[src/rtl/bin2bcd_pkg.sv]
// bin2bcd_pkg: shared state encoding, digit width and sizing helper for the BCD converter
package bin2bcd_pkg;

    localparam int BCD_DIGIT_W = 4;

    typedef enum logic [1:0] {
        IDLE  = 2'd0,
        SHIFT = 2'd1,
        DONE  = 2'd2
    } state_t;

    function automatic longint unsigned pow10(input int n);
        longint unsigned p = 1;
        for (int i = 0; i < n; i++) p = p * 10;
        return p;
    endfunction

endpackage

[src/rtl/bcd_add3.sv]
// bcd_add3: double-dabble digit correction, adds 3 when the digit is 5 or more
module bcd_add3
    import bin2bcd_pkg::*;
(
    input  logic [BCD_DIGIT_W-1:0] d,
    output logic [BCD_DIGIT_W-1:0] q
);

    assign q = (d >= 4'd5) ? d + 4'd3 : d;

endmodule

[src/rtl/bin2bcd_seq.sv]
// bin2bcd_seq: sequential double-dabble binary to BCD converter with valid/ready handshakes
module bin2bcd_seq
    import bin2bcd_pkg::*;
#(
    parameter int BIN_W  = 8,
    parameter int DIGITS = 3
) (
    input  logic                          clk,
    input  logic                          rst_n,
    input  logic                          in_valid,
    output logic                          in_ready,
    input  logic [BIN_W-1:0]              bin,
    output logic                          out_valid,
    input  logic                          out_ready,
    output logic [BCD_DIGIT_W*DIGITS-1:0] bcd,
    output logic [DIGITS-1:0]             blank,
    output logic                          busy
);

    localparam int CW = $clog2(BIN_W + 1);
    localparam int AW = BCD_DIGIT_W * DIGITS;

    if (BIN_W < 4 || pow10(DIGITS) <= (64'd1 << BIN_W) - 64'd1) begin : g_bad_params
        $error("bin2bcd_seq: BIN_W must be >= 4 and DIGITS must cover 2**BIN_W-1");
    end

    state_t            state, state_n;
    logic [CW-1:0]     cnt;
    logic [BIN_W-1:0]  sr, sr_n;
    logic [AW-1:0]     acc, adj, acc_n;
    logic [AW+BIN_W-1:0] step;
    logic [DIGITS-1:0] blank_n;
    logic              zero_run;
    logic              accept, last;

    for (genvar g = 0; g < DIGITS; g++) begin : g_add3
        bcd_add3 u_add3 (
            .d(acc[g*BCD_DIGIT_W +: BCD_DIGIT_W]),
            .q(adj[g*BCD_DIGIT_W +: BCD_DIGIT_W])
        );
    end

    assign step  = {adj, sr} << 1;
    assign acc_n = step[AW+BIN_W-1:BIN_W];
    assign sr_n  = step[BIN_W-1:0];

    assign in_ready  = (state == IDLE);
    assign busy      = (state == SHIFT);
    assign out_valid = (state == DONE);
    assign accept    = in_ready && in_valid;
    assign last      = (cnt == CW'(1));

    // Blank a digit only when it and every more significant digit are zero; digit 0 always shows.
    always_comb begin
        blank_n  = '0;
        zero_run = 1'b1;
        for (int i = DIGITS - 1; i >= 1; i--) begin
            zero_run   = zero_run && (acc_n[i*BCD_DIGIT_W +: BCD_DIGIT_W] == '0);
            blank_n[i] = zero_run;
        end
    end

    always_comb begin
        state_n = state;
        case (state)
            IDLE:    state_n = in_valid ? SHIFT : IDLE;
            SHIFT:   state_n = last ? DONE : SHIFT;
            DONE:    state_n = out_ready ? IDLE : DONE;
            default: state_n = IDLE;
        endcase
    end

    always_ff @(posedge clk or negedge rst_n) begin
        if (!rst_n) state <= IDLE;
        else        state <= state_n;
    end

    always_ff @(posedge clk or negedge rst_n) begin
        if (!rst_n) begin
            cnt   <= '0;
            sr    <= '0;
            acc   <= '0;
            bcd   <= '0;
            blank <= ~DIGITS'(1);
        end else if (accept) begin
            cnt <= CW'(BIN_W);
            sr  <= bin;
            acc <= '0;
        end else if (busy) begin
            cnt <= cnt - CW'(1);
            sr  <= sr_n;
            acc <= acc_n;
            if (last) begin
                bcd   <= acc_n;
                blank <= blank_n;
            end
        end
    end

endmodule

[config.mk]
export PLATFORM = sky130hd
export DESIGN_NAME = bin2bcd_seq
export DESIGN_NICKNAME = d
export VERILOG_FILES = /design/src/rtl/bin2bcd_pkg.sv /design/src/rtl/bcd_add3.sv /design/src/rtl/bin2bcd_seq.sv
export SDC_FILE = /design/constraint.sdc
export NUM_CORES = 1
export LEC_CHECK = 0
export CAP_MARGIN = 20
export CORE_UTILIZATION = 30
export CTS_BUF_LIST = sky130_fd_sc_hd__clkbuf_16
export DETAILED_ROUTE_END_ITERATION = 16
export GPL_TIMING_DRIVEN = 0
export MAX_ROUTING_LAYER = met4
export PLACE_DENSITY_LB_ADDON = 0.1
export SLEW_MARGIN = 10
export SYNTH_ARGS = -nofsm -noshare
export SYNTH_HDL_FRONTEND = slang
export SYNTH_HIERARCHICAL = 1
export SYNTH_SLANG_ARGS = --single-unit
[constraint.sdc]
create_clock -name clk -period 2.9 [get_ports clk]
set_clock_uncertainty 0.1 [all_clocks]
set_input_delay 0.435 -clock clk [delete_from_list [all_inputs] [get_ports clk]]
set_output_delay 0.435 -clock clk [all_outputs]
set_load 0.01 [all_outputs]
==> flow_metrics.py, run 1 <==
metrics = {
    "worst_setup_path": {
        "worst_setup_path_start_kind": "register",
        "worstPathArrival_ps": 1890,
        "worst-endpoint-required_ps": 2370,
        "cp_max_fo": 10,
        "cp-end-kind": "output port",
        "path_class": "register to output port",
    },
    "final_layout": {
        "nFillCells": 619,
        "final_nets": 231,
        "drive_above_1_share_pct": 16.5,
        "syn_to_final_growth_pct": 27.3,
        "stdcell_count": 289,
        "antenna_cells": 0,
    },
    "detailed_routing": {
        "wire_per_inst_um": 14.1,
        "drtIter0Drc": 47,
        "vias_per_cell": 4.77,
        "drc": 0,
        "drtPass1Iterations": 4,
        "antenna_left": 0,
        "vias": 1379,
        "wl_mm": 4.07,
    },
    "global_routing": {
        "grt_use_met1_pct": 15.6,
        "antenna_found_initial": 0,
        "gr-total-overflow": 0,
        "grt_max_degree": 23,
        "met2_usage_pct": 22.1,
        "grt_busiest_layer": "met2",
        "grt.total_usage_pct": 13.3,
        "grt_pass1_wl_mm": 7.09,
        "grt_pass1_vias": 1485,
        "grtUsageMet3_pct": 2.98,
    },
    "place": {
        "port_buffers": 28,
        "post-place-ws_ps": 736,
        "hpwl_mm": 3.03,
        "placed_cells": 281,
        "gp_congestion": 0.761,
    },
    "die": {
        "boundaryPins": 30,
        "die_w_um": 82.8,
        "rows": 29,
        "die_h_um": 82.8,
        "coreArea_mm2": 0.00631,
        "start_util_pct": 31.1,
        "fp.dieArea_mm2": 0.00686,
    },
    "cts": {
        "cts_num_sinks": 40,
        "ctsHoldBuffers": 0,
        "tritoncts": "yes",
        "clk_pin_slew_ps": 60,
        "cts_made_buffers": 5,
        "clk_path_buf_depth": 2,
        "insertion_delay_ps": 280,
        "cts-root-buf": "clkbuf_16",
        "postCtsSetupBuffers": 0,
        "htree_levels": 2,
        "cts-resized-gates": 0,
    },
    "pwr": {
        "pwr-share-comb_pct": 46.9,
        "p_clk_share_pct": 17.8,
        "leakage_uw": 0.00116,
        "p_sw_share_pct": 36.0,
        "switchingPower_uw": 1030,
        "power.density_mw_per_mm2": 1140,
        "ir_worst_vdd_mv": 0.509,
        "power_frac_seq_pct": 35.3,
        "p_int_uw": 1830,
    },
    "yosys": {
        "synth_area_mm2": 0.00196,
        "ys_warn_count": 6,
        "syn-num-nets": 195,
        "synth_cells": 175,
        "synth.avg_cell_area_um2": 11.2,
    },
    "sta": {
        "finalCriticalPeriod_ps": 2430,
        "fin_ws_ps": 473,
        "setup_violations": 0,
        "finalCritPeriodShare_pct": 83.7,
        "slew_viol_final": 0,
        "setup_tns_ps": 0,
        "grt_setup_unrepaired": "no",
        "fmax_mhz": 412,
        "hold_viol_final": 0,
    },
    "flow_run": {
        "cap_violations": 0,
    },
    "status": {
        "outcome": "finished, final reports clean",
    },
    "min_path": {
        "hp-class": "input port to async pin",
    },
}
flip-flops by register name, indices dropped and copies added, names as in the netlist:
register  cells
acc          12
bcd          12
sr            8
cnt           4
blank         2
state         2
per-layer routing:
layer  vias up  routed length [um]
li1        671                   -
met1       675                1830
met2        28                2050
met3         5                 144
met5         -                   0
met4         0                  51
power groups by stage:
stage,clock network [uW],registers (uW),logic (uW)
finish,510,1010,1340
global route,554,1050,1480
floorplan,0,1020,880
CTS,529,1010,1360
global placement,0,1000,1310
detailed placement,0,1020,1360
stage by stage:
stage	utilization, %	area [um^2]	total power [uW]	hold WS (ps)
after floorplan	-	1960	1900	39.4
after global placement	37.0	2340	2310	367
after detailed placement	37.4	2360	2370	331
after CTS	39.5	2500	2900	34.4
after global routing	39.5	2500	3090	58.8
final	39.5	2500	2860	14.1
layout by cell type, fill, tap and decap left out, types with 2 or more instances in the layout:
master and n:
mux2i_1 4, clkbuf_1 3, o21ai_0 14, a21oi_2 3
nand2_1 23, a22oi_1 7, a22o_1 13, dfstp_2 2
or4_1 2, ha_1 8, clkdlybuf4s50_1 27, inv_1 13
nand2b_1 6, xnor2_1 3, o21ai_1 2, dfrtp_1 38
buf_2 4, mux2_4 8, clkbuf_16 5, mux2_2 6
nor2_1 6
worst max-delay path, cell delays in order (launching register included):
cell and delay [ps]:
dfrtp_1 410, nand2b_2 230, inv_2 130, buf_2 260
clkdlybuf4s50_1 580
worst paths after layout:
check / from / endpoint / cells past startpoint / slack [ps]
worst max-delay path: state[1]$_DFF_PN0_ / busy / 4 / 470
worst min-delay path: rst_n / acc[1]$_DFFE_PN0P_ / 1 / 10
worst max register to register: acc[8]$_DFFE_PN0P_ / blank[1]$_DFFE_PN1P_ / 7 / 750
worst min register to register: blank[2]$_DFFE_PN1P_ / blank[2]$_DFFE_PN1P_ / 2 / 370
max in group asynchronous: rst_n / cnt[0]$_DFFE_PN0P_ / 2 / 2220
min in group clk: blank[2]$_DFFE_PN1P_ / blank[2]$_DFFE_PN1P_ / 2 / 370
area by class of cell:
cell class / count / area (um^2) / area share, %
clock inverter: 3 / 11.3 / 0.451
timing repair buffer: 29 / 303 / 12.1
clock buffer: 5 / 125 / 5.01
tap: 77 / 96.3 / 3.86
inverter: 12 / 45.0 / 1.80
buffer: 8 / 45.0 / 1.80
multi-input combinational: 115 / 867 / 34.7
sequential: 40 / 1000 / 40.2
Note: power is estimated with default switching activity, not from simulation.
==> run 2: changes to the inputs <==
==> constraint.sdc (replaced) <==
create_clock -name clk -period 2.04 [get_ports clk]
set_clock_uncertainty 0.1 [all_clocks]
set_input_delay 0.306 -clock clk [delete_from_list [all_inputs] [get_ports clk]]
set_output_delay 0.306 -clock clk [all_outputs]
set_load 0.01 [all_outputs]
==> run 2 against run 1 <==
Compared with the run above: critical path type is now register to register; routed wire length rose by 2.8%; final cell count rose by 3.1%; register-to-register slack got worse by 750 ps; the run now ends with negative setup slack left; via count rose by 3.0%; count of clock-buffer cells in the layout did not move; sequential share of layout area fell by 1.9 points.
==> flow_metrics.py, run 2 (same netlist as run 1, synthesis figures left out) <==
metrics = {
    "worst_setup_path": {
        "r2r-start": "acc[4]$_DFFE_PN0P_",
        "reg2reg_to": "blank[1]$_DFFE_PN1P_",
        "worstPathArrival_ps": 2170,
        "worst_setup_path_start_kind": "register",
        "cp_max_fo": 4,
        "path_class": "register to register",
        "reg2reg_slack_ps": -3,
        "worst-endpoint-required_ps": 2160,
        "cp-end-kind": "register",
        "rr_worst_depth": 7,
        "crit_start": "acc[4]$_DFFE_PN0P_",
    },
    "detailed_routing": {
        "antenna_left": 0,
        "drtPass1Iterations": 4,
        "drt-met1-wl_mm": 1.82,
        "vias": 1420,
        "wl_met2_mm": 2.12,
        "drc": 0,
        "highest_layer": "met4",
        "wl_mm": 4.19,
        "vias_per_cell": 4.77,
        "met3_length_um": 199,
        "wire_per_inst_um": 14.1,
        "drtIter0Drc": 67,
    },
    "pwr": {
        "leakage_uw": 0.00123,
        "p_clk_share_pct": 16.6,
        "ir_worst_vdd_mv": 0.779,
        "power.density_mw_per_mm2": 1670,
        "pwr-share-comb_pct": 50.9,
        "switchingPower_uw": 1570,
        "p_sw_share_pct": 35.7,
        "p_int_uw": 2830,
        "power_frac_seq_pct": 32.5,
    },
    "die": {
        "rows": 29,
        "coreArea_mm2": 0.00631,
        "die_h_um": 82.8,
        "die_w_um": 82.8,
        "boundaryPins": 30,
        "start_util_pct": 31.1,
        "fp.dieArea_mm2": 0.00686,
    },
    "final_layout": {
        "syn_to_final_growth_pct": 33.9,
        "final_common_cell": "dfrtp_1",
        "layout_common_cells": "dfrtp_1 (37), clkdlybuf4s50_1 (26), nand2_1 (23)",
        "antenna_cells": 0,
        "fin_area_mm2": 0.00263,
        "nFillCells": 608,
        "final_nets": 240,
        "drive_above_1_share_pct": 25.8,
        "reg_top3": "acc: 12 flops, bcd: 12 flops, sr: 8 flops",
    },
    "sta": {
        "hold_viol_final": 0,
        "setup_violations": 1,
        "finalCritPeriodShare_pct": 100,
        "holdWs_ps": 373,
        "grt_setup_unrepaired": "yes",
        "fin_ws_ps": -2.99,
        "fmax_mhz": 489,
        "slew_viol_final": 0,
        "finalCriticalPeriod_ps": 2040,
    },
    "global_routing": {
        "antenna_found_initial": 0,
        "grt_pass1_wl_mm": 7.27,
        "gr-total-overflow": 0,
        "grt_max_degree": 23,
        "grt.total_usage_pct": 13.7,
        "grt_pass1_vias": 1515,
    },
    "cts": {
        "tritoncts": "yes",
        "htree_levels": 2,
        "clk_pin_slew_ps": 60,
        "insertion_delay_ps": 280,
        "cts_made_buffers": 5,
        "cts_num_sinks": 40,
        "cts-root-buf": "clkbuf_16",
        "clk_path_buf_depth": 2,
    },
    "place": {
        "placed_area_mm2": 0.00236,
        "gp_congestion": 0.761,
        "port_buffers": 28,
        "hpwl_mm": 3.03,
    },
    "min_path": {
        "hold-path-cell-count": 2,
        "min_to": "blank[2]$_DFFE_PN1P_",
        "holdCritStartpoint": "blank[2]$_DFFE_PN1P_",
        "hp-class": "register to register",
    },
    "status": {
        "outcome": "finished with violations",
        "violations": "negative setup slack",
    },
    "flow_run": {
        "cap_violations": 0,
    },
}
## run 2: cell types whose count changed in the layout (fill, tap and decap cells not counted), moves of 2 or more
| cell | before | now |
|---|---|---|
| buf_4 | 1 | 10 |
| or4_4 | 0 | 2 |
| or4_1 | 2 | 0 |
| mux2i_1 | 4 | 2 |
| ha_1 | 8 | 6 |
| ha_2 | 0 | 2 |
| mux2i_2 | 0 | 2 |
| clkbuf_1 | 3 | 1 |
| inv_1 | 13 | 11 |
## run 2: how the worst max path moves through the flow
| stage | endpoint | cells past startpoint |
|---|---|---|
| 2_1_floorplan | blank[1]$_DFFE_PN1P_ | 7 |
| 3_3_place_gp | sr[6]$_DFFE_PN0P_ | 1 |
| 3_5_place_dp | blank[1]$_DFFE_PN1P_ | 7 |
| 4_1_cts | in_ready | 3 |
| 5_1_grt | blank[1]$_DFFE_PN1P_ | 8 |
| 6_report | blank[1]$_DFFE_PN1P_ | 7 |
## run 2: metrics by stage
stage	instances	total power, uW	setup TNS (ps)	util (%)	setup slack [ps]
after floorplan	175	2690	0	-	93.0
after global placement	280	3290	-18170	37.0	-474
after detailed placement	281	3370	-124	37.4	-124
after CTS	296	4330	0	41.0	9.31
after global routing	298	4730	-71.8	41.6	-71.8
final	298	4390	-2.99	41.6	-2.99
## run 2: layout make-up
class / instances / area (um^2) / area share (%)
multi-input combinational: 115 / 910 / 34.7
inverter: 12 / 50.0 / 1.91
sequential: 40 / 1000 / 38.3
clock inverter: 3 / 11.3 / 0.429
timing repair buffer: 39 / 383 / 14.6
buffer: 7 / 45.0 / 1.72
tap: 77 / 96.3 / 3.67
clock buffer: 5 / 125 / 4.77
## run 2: timing repair
item | 4_1_cts | 5_1_grt
hold buffers | 1 | 0
buffers inserted | 7 | 2
gates resized for setup | 11 | 9
setup endpoints to repair | 4 | 3
endpoints found under the hold margin | 16 | 0
pin swaps | 4 | 3
## run 2: layer usage
layer / vias up / global-route usage, %
met5: - / -
met2: 32 / 22.6
met3: 5 / 3.28
met4: 0 / 5.49
met1: 689 / 16.0
li1: 694 / -
## run 2: critical path, cell delays in order, from the launching register on
cell	delay (ps)
dfrtp_1	410
ha_1	200
nand2b_1	170
a21oi_2	220
mux2i_2	110
or4_4	530
nor2_4	110
mux2_4	130
## run 2: power groups by stage
stage	logic [uW]	registers, uW	clock network, uW
after global routing	2450	1490	788
after global placement	1860	1430	0
after CTS	2140	1430	752
final	2240	1430	728
after floorplan	1250	1440	0
after detailed placement	1930	1440	0
==> run 3: changes to the inputs <==
--- a/config.mk
+++ b/config.mk
@@ -9,9 +9,10 @@
 export CORE_UTILIZATION = 30
 export CTS_BUF_LIST = sky130_fd_sc_hd__clkbuf_16
 export DETAILED_ROUTE_END_ITERATION = 16
-export GPL_TIMING_DRIVEN = 0
+export GPL_TIMING_DRIVEN = 1
 export MAX_ROUTING_LAYER = met4
 export PLACE_DENSITY_LB_ADDON = 0.1
+export SKIP_CTS_REPAIR_TIMING = 1
 export SLEW_MARGIN = 10
 export SYNTH_ARGS = -nofsm -noshare
 export SYNTH_HDL_FRONTEND = slang
==> run 3 against run 2 <==
Compared with the run above: the flow now finishes without violations; first-iteration DRC count up 1.5%; flip-flop and latch count unchanged; critical endpoint unchanged; register-to-register slack about the same; total power up 1.5%; critical path type unchanged.
==> flow_metrics.py, run 3 (same netlist as run 1, synthesis figures left out) <==
metrics = {
    "final_layout": {
        "final_common_cell": "dfrtp_1",
        "layout_common_cells": "dfrtp_1 (36), clkdlybuf4s50_1 (27), nand2_1 (23)",
        "antenna_cells": 0,
        "syn_to_final_growth_pct": 33.4,
        "stdcell_count": 294,
        "postLayoutCoreUtil_pct": 41.4,
        "nFillCells": 604,
        "final_nets": 236,
        "drive_above_1_share_pct": 24.9,
        "fin_area_mm2": 0.00262,
        "reg_top3": "acc: 12 flops, bcd: 12 flops, sr: 8 flops",
    },
    "place": {
        "placed_area_mm2": 0.00237,
        "hpwl_mm": 3.08,
        "gp_congestion": 0.824,
        "placed_cells": 282,
        "port_buffers": 28,
    },
    "cts": {
        "insertion_delay_ps": 280,
        "cts_made_buffers": 5,
        "clk_pin_slew_ps": 60,
        "htree_levels": 2,
        "clk_path_buf_depth": 2,
        "cts_num_sinks": 40,
        "tritoncts": "yes",
        "cts-root-buf": "clkbuf_16",
    },
    "worst_setup_path": {
        "worst-endpoint-required_ps": 2170,
        "cp-end-kind": "register",
        "r2r-start": "acc[5]$_DFFE_PN0P_",
        "critPathMaxStageDelay_ps": 530,
        "cpLargestDelayFamily": "simple AND/OR/NAND/NOR gates",
        "crit_start": "acc[5]$_DFFE_PN0P_",
        "path_cells": "inv_1 -> ha_1 -> nand2b_4 -> a21oi_4 -> mux2i_1 -> or4_1 -> nor2_2 -> mux2_4",
        "rr_worst_depth": 8,
        "reg2reg_slack_ps": 4,
        "critPathSlowestCell": "or4_1",
        "cp_max_fo": 3,
        "setup.worst_path.end": "blank[1]$_DFFE_PN1P_",
        "worst_setup_path_start_kind": "register",
        "reg2reg_to": "blank[1]$_DFFE_PN1P_",
        "crit_cells": 8,
        "path_class": "register to register",
        "path_buf_inv": 1,
        "worstPathArrival_ps": 2160,
    },
    "die": {
        "start_util_pct": 31.1,
        "die_h_um": 82.8,
        "boundaryPins": 30,
        "coreArea_mm2": 0.00631,
        "die_w_um": 82.8,
        "rows": 29,
        "fp.dieArea_mm2": 0.00686,
    },
    "status": {
        "outcome": "finished, final reports clean",
    },
    "global_routing": {
        "grt.total_usage_pct": 14.0,
        "antenna_found_initial": 0,
        "grt_pass1_wl_mm": 7.40,
        "gr-total-overflow": 0,
        "grt_max_degree": 25,
        "grt_pass1_vias": 1588,
    },
    "sta": {
        "setup_violations": 0,
        "slew-limit-headroom_pct": 64.9,
        "finalCriticalPeriod_ps": 2040,
        "hold_viol_final": 0,
        "finalCritPeriodShare_pct": 99.8,
        "setup_tns_ps": 0,
        "slew_viol_final": 0,
        "worst_slew_pin_slew_ps": 526,
        "fmax_mhz": 491,
    },
    "min_path": {
        "holdCritStartpoint": "blank[2]$_DFFE_PN1P_",
        "hp-class": "register to register",
    },
    "pwr": {
        "leakage_uw": 0.00121,
        "switchingPower_uw": 1600,
        "p_sw_share_pct": 36.0,
        "power_frac_seq_pct": 32.5,
        "p_int_uw": 2860,
        "ir_worst_vdd_mv": 0.609,
        "p_clk_share_pct": 16.5,
        "power.density_mw_per_mm2": 1700,
        "pwr-share-comb_pct": 51.1,
    },
    "detailed_routing": {
        "vias_per_cell": 4.92,
        "wire_per_inst_um": 15.1,
        "drtPass1Iterations": 4,
        "drtIter0Drc": 68,
        "drc": 0,
        "wl_mm": 4.44,
        "antenna_left": 0,
        "vias": 1447,
    },
    "flow_run": {
        "cap_violations": 0,
    },
}
## run 3: cell types whose count changed in the layout (fill, tap and decap cells not counted), moves of 2 or more
cell,before,now
a21oi_2,3,1
a21oi_4,0,2
buf_2,3,1
buf_4,10,12
## run 3: power by group through the flow
stage | Sequential (uW) | Combinational [uW] | Clock (uW)
2_1_floorplan | 1440 | 1250 | 0
3_3_place_gp | 1430 | 1990 | 0
3_5_place_dp | 1450 | 2060 | 0
4_1_cts | 1430 | 2070 | 757
5_1_grt | 1500 | 2490 | 798
6_report | 1450 | 2280 | 734
## run 3: how the worst min path moves through the flow
stage,end,slack (ps),cells past startpoint
finish,blank[2]$_DFFE_PN1P_,370,2
global route,blank[2]$_DFFE_PN1P_,410,2
CTS,bcd[5]$_DFFE_PN0P_,-80,1
detailed placement,bcd[5]$_DFFE_PN0P_,220,1
global placement,bcd[5]$_DFFE_PN0P_,220,1
floorplan,acc[0]$_DFFE_PN0P_,-90,0
## run 3: stage by stage
stage                     power, uW  worst slack [ps]  hold WS, ps
after CTS                      4260             -11.1        -80.9
after global placement         3420              69.2          218
after floorplan                2690              93.0        -89.6
after detailed placement       3500             -3.94          218
after global routing           4780             -68.8          413
final                          4460              4.28          373
## run 3: final cells by class
cell class	count	area [um^2]	share of cell area [%]
Clock inverter	3	11.3	0.430
Tap cell	77	96.3	3.68
Timing Repair Buffer	42	395	15.1
Clock buffer	5	125	4.78
Inverter	12	45.0	1.72
Multi-Input combinational cell	115	937	35.8
Sequential cell	40	1010	38.5
## run 3: per-layer routing
layer | global-route usage (%) | vias up | routed length [um]
met2 | 23.3 | 40 | 2220
met1 | 15.7 | 711 | 1960
met3 | 3.68 | 11 | 159
met4 | 6.58 | 0 | 104
met5 | - | - | 0
li1 | - | 685 | -
## run 3: worst reg2reg max path: cells and delay by family, from the launching register on
| family | cells | cell delay, ps |
|---|---|---|
| compound gates | 1 | 170 |
| fa+ha+maj | 1 | 210 |
| buf+inv | 1 | 90 |
| flops | 1 | 370 |
| mux | 2 | 250 |
| simple gates | 3 | 790 |
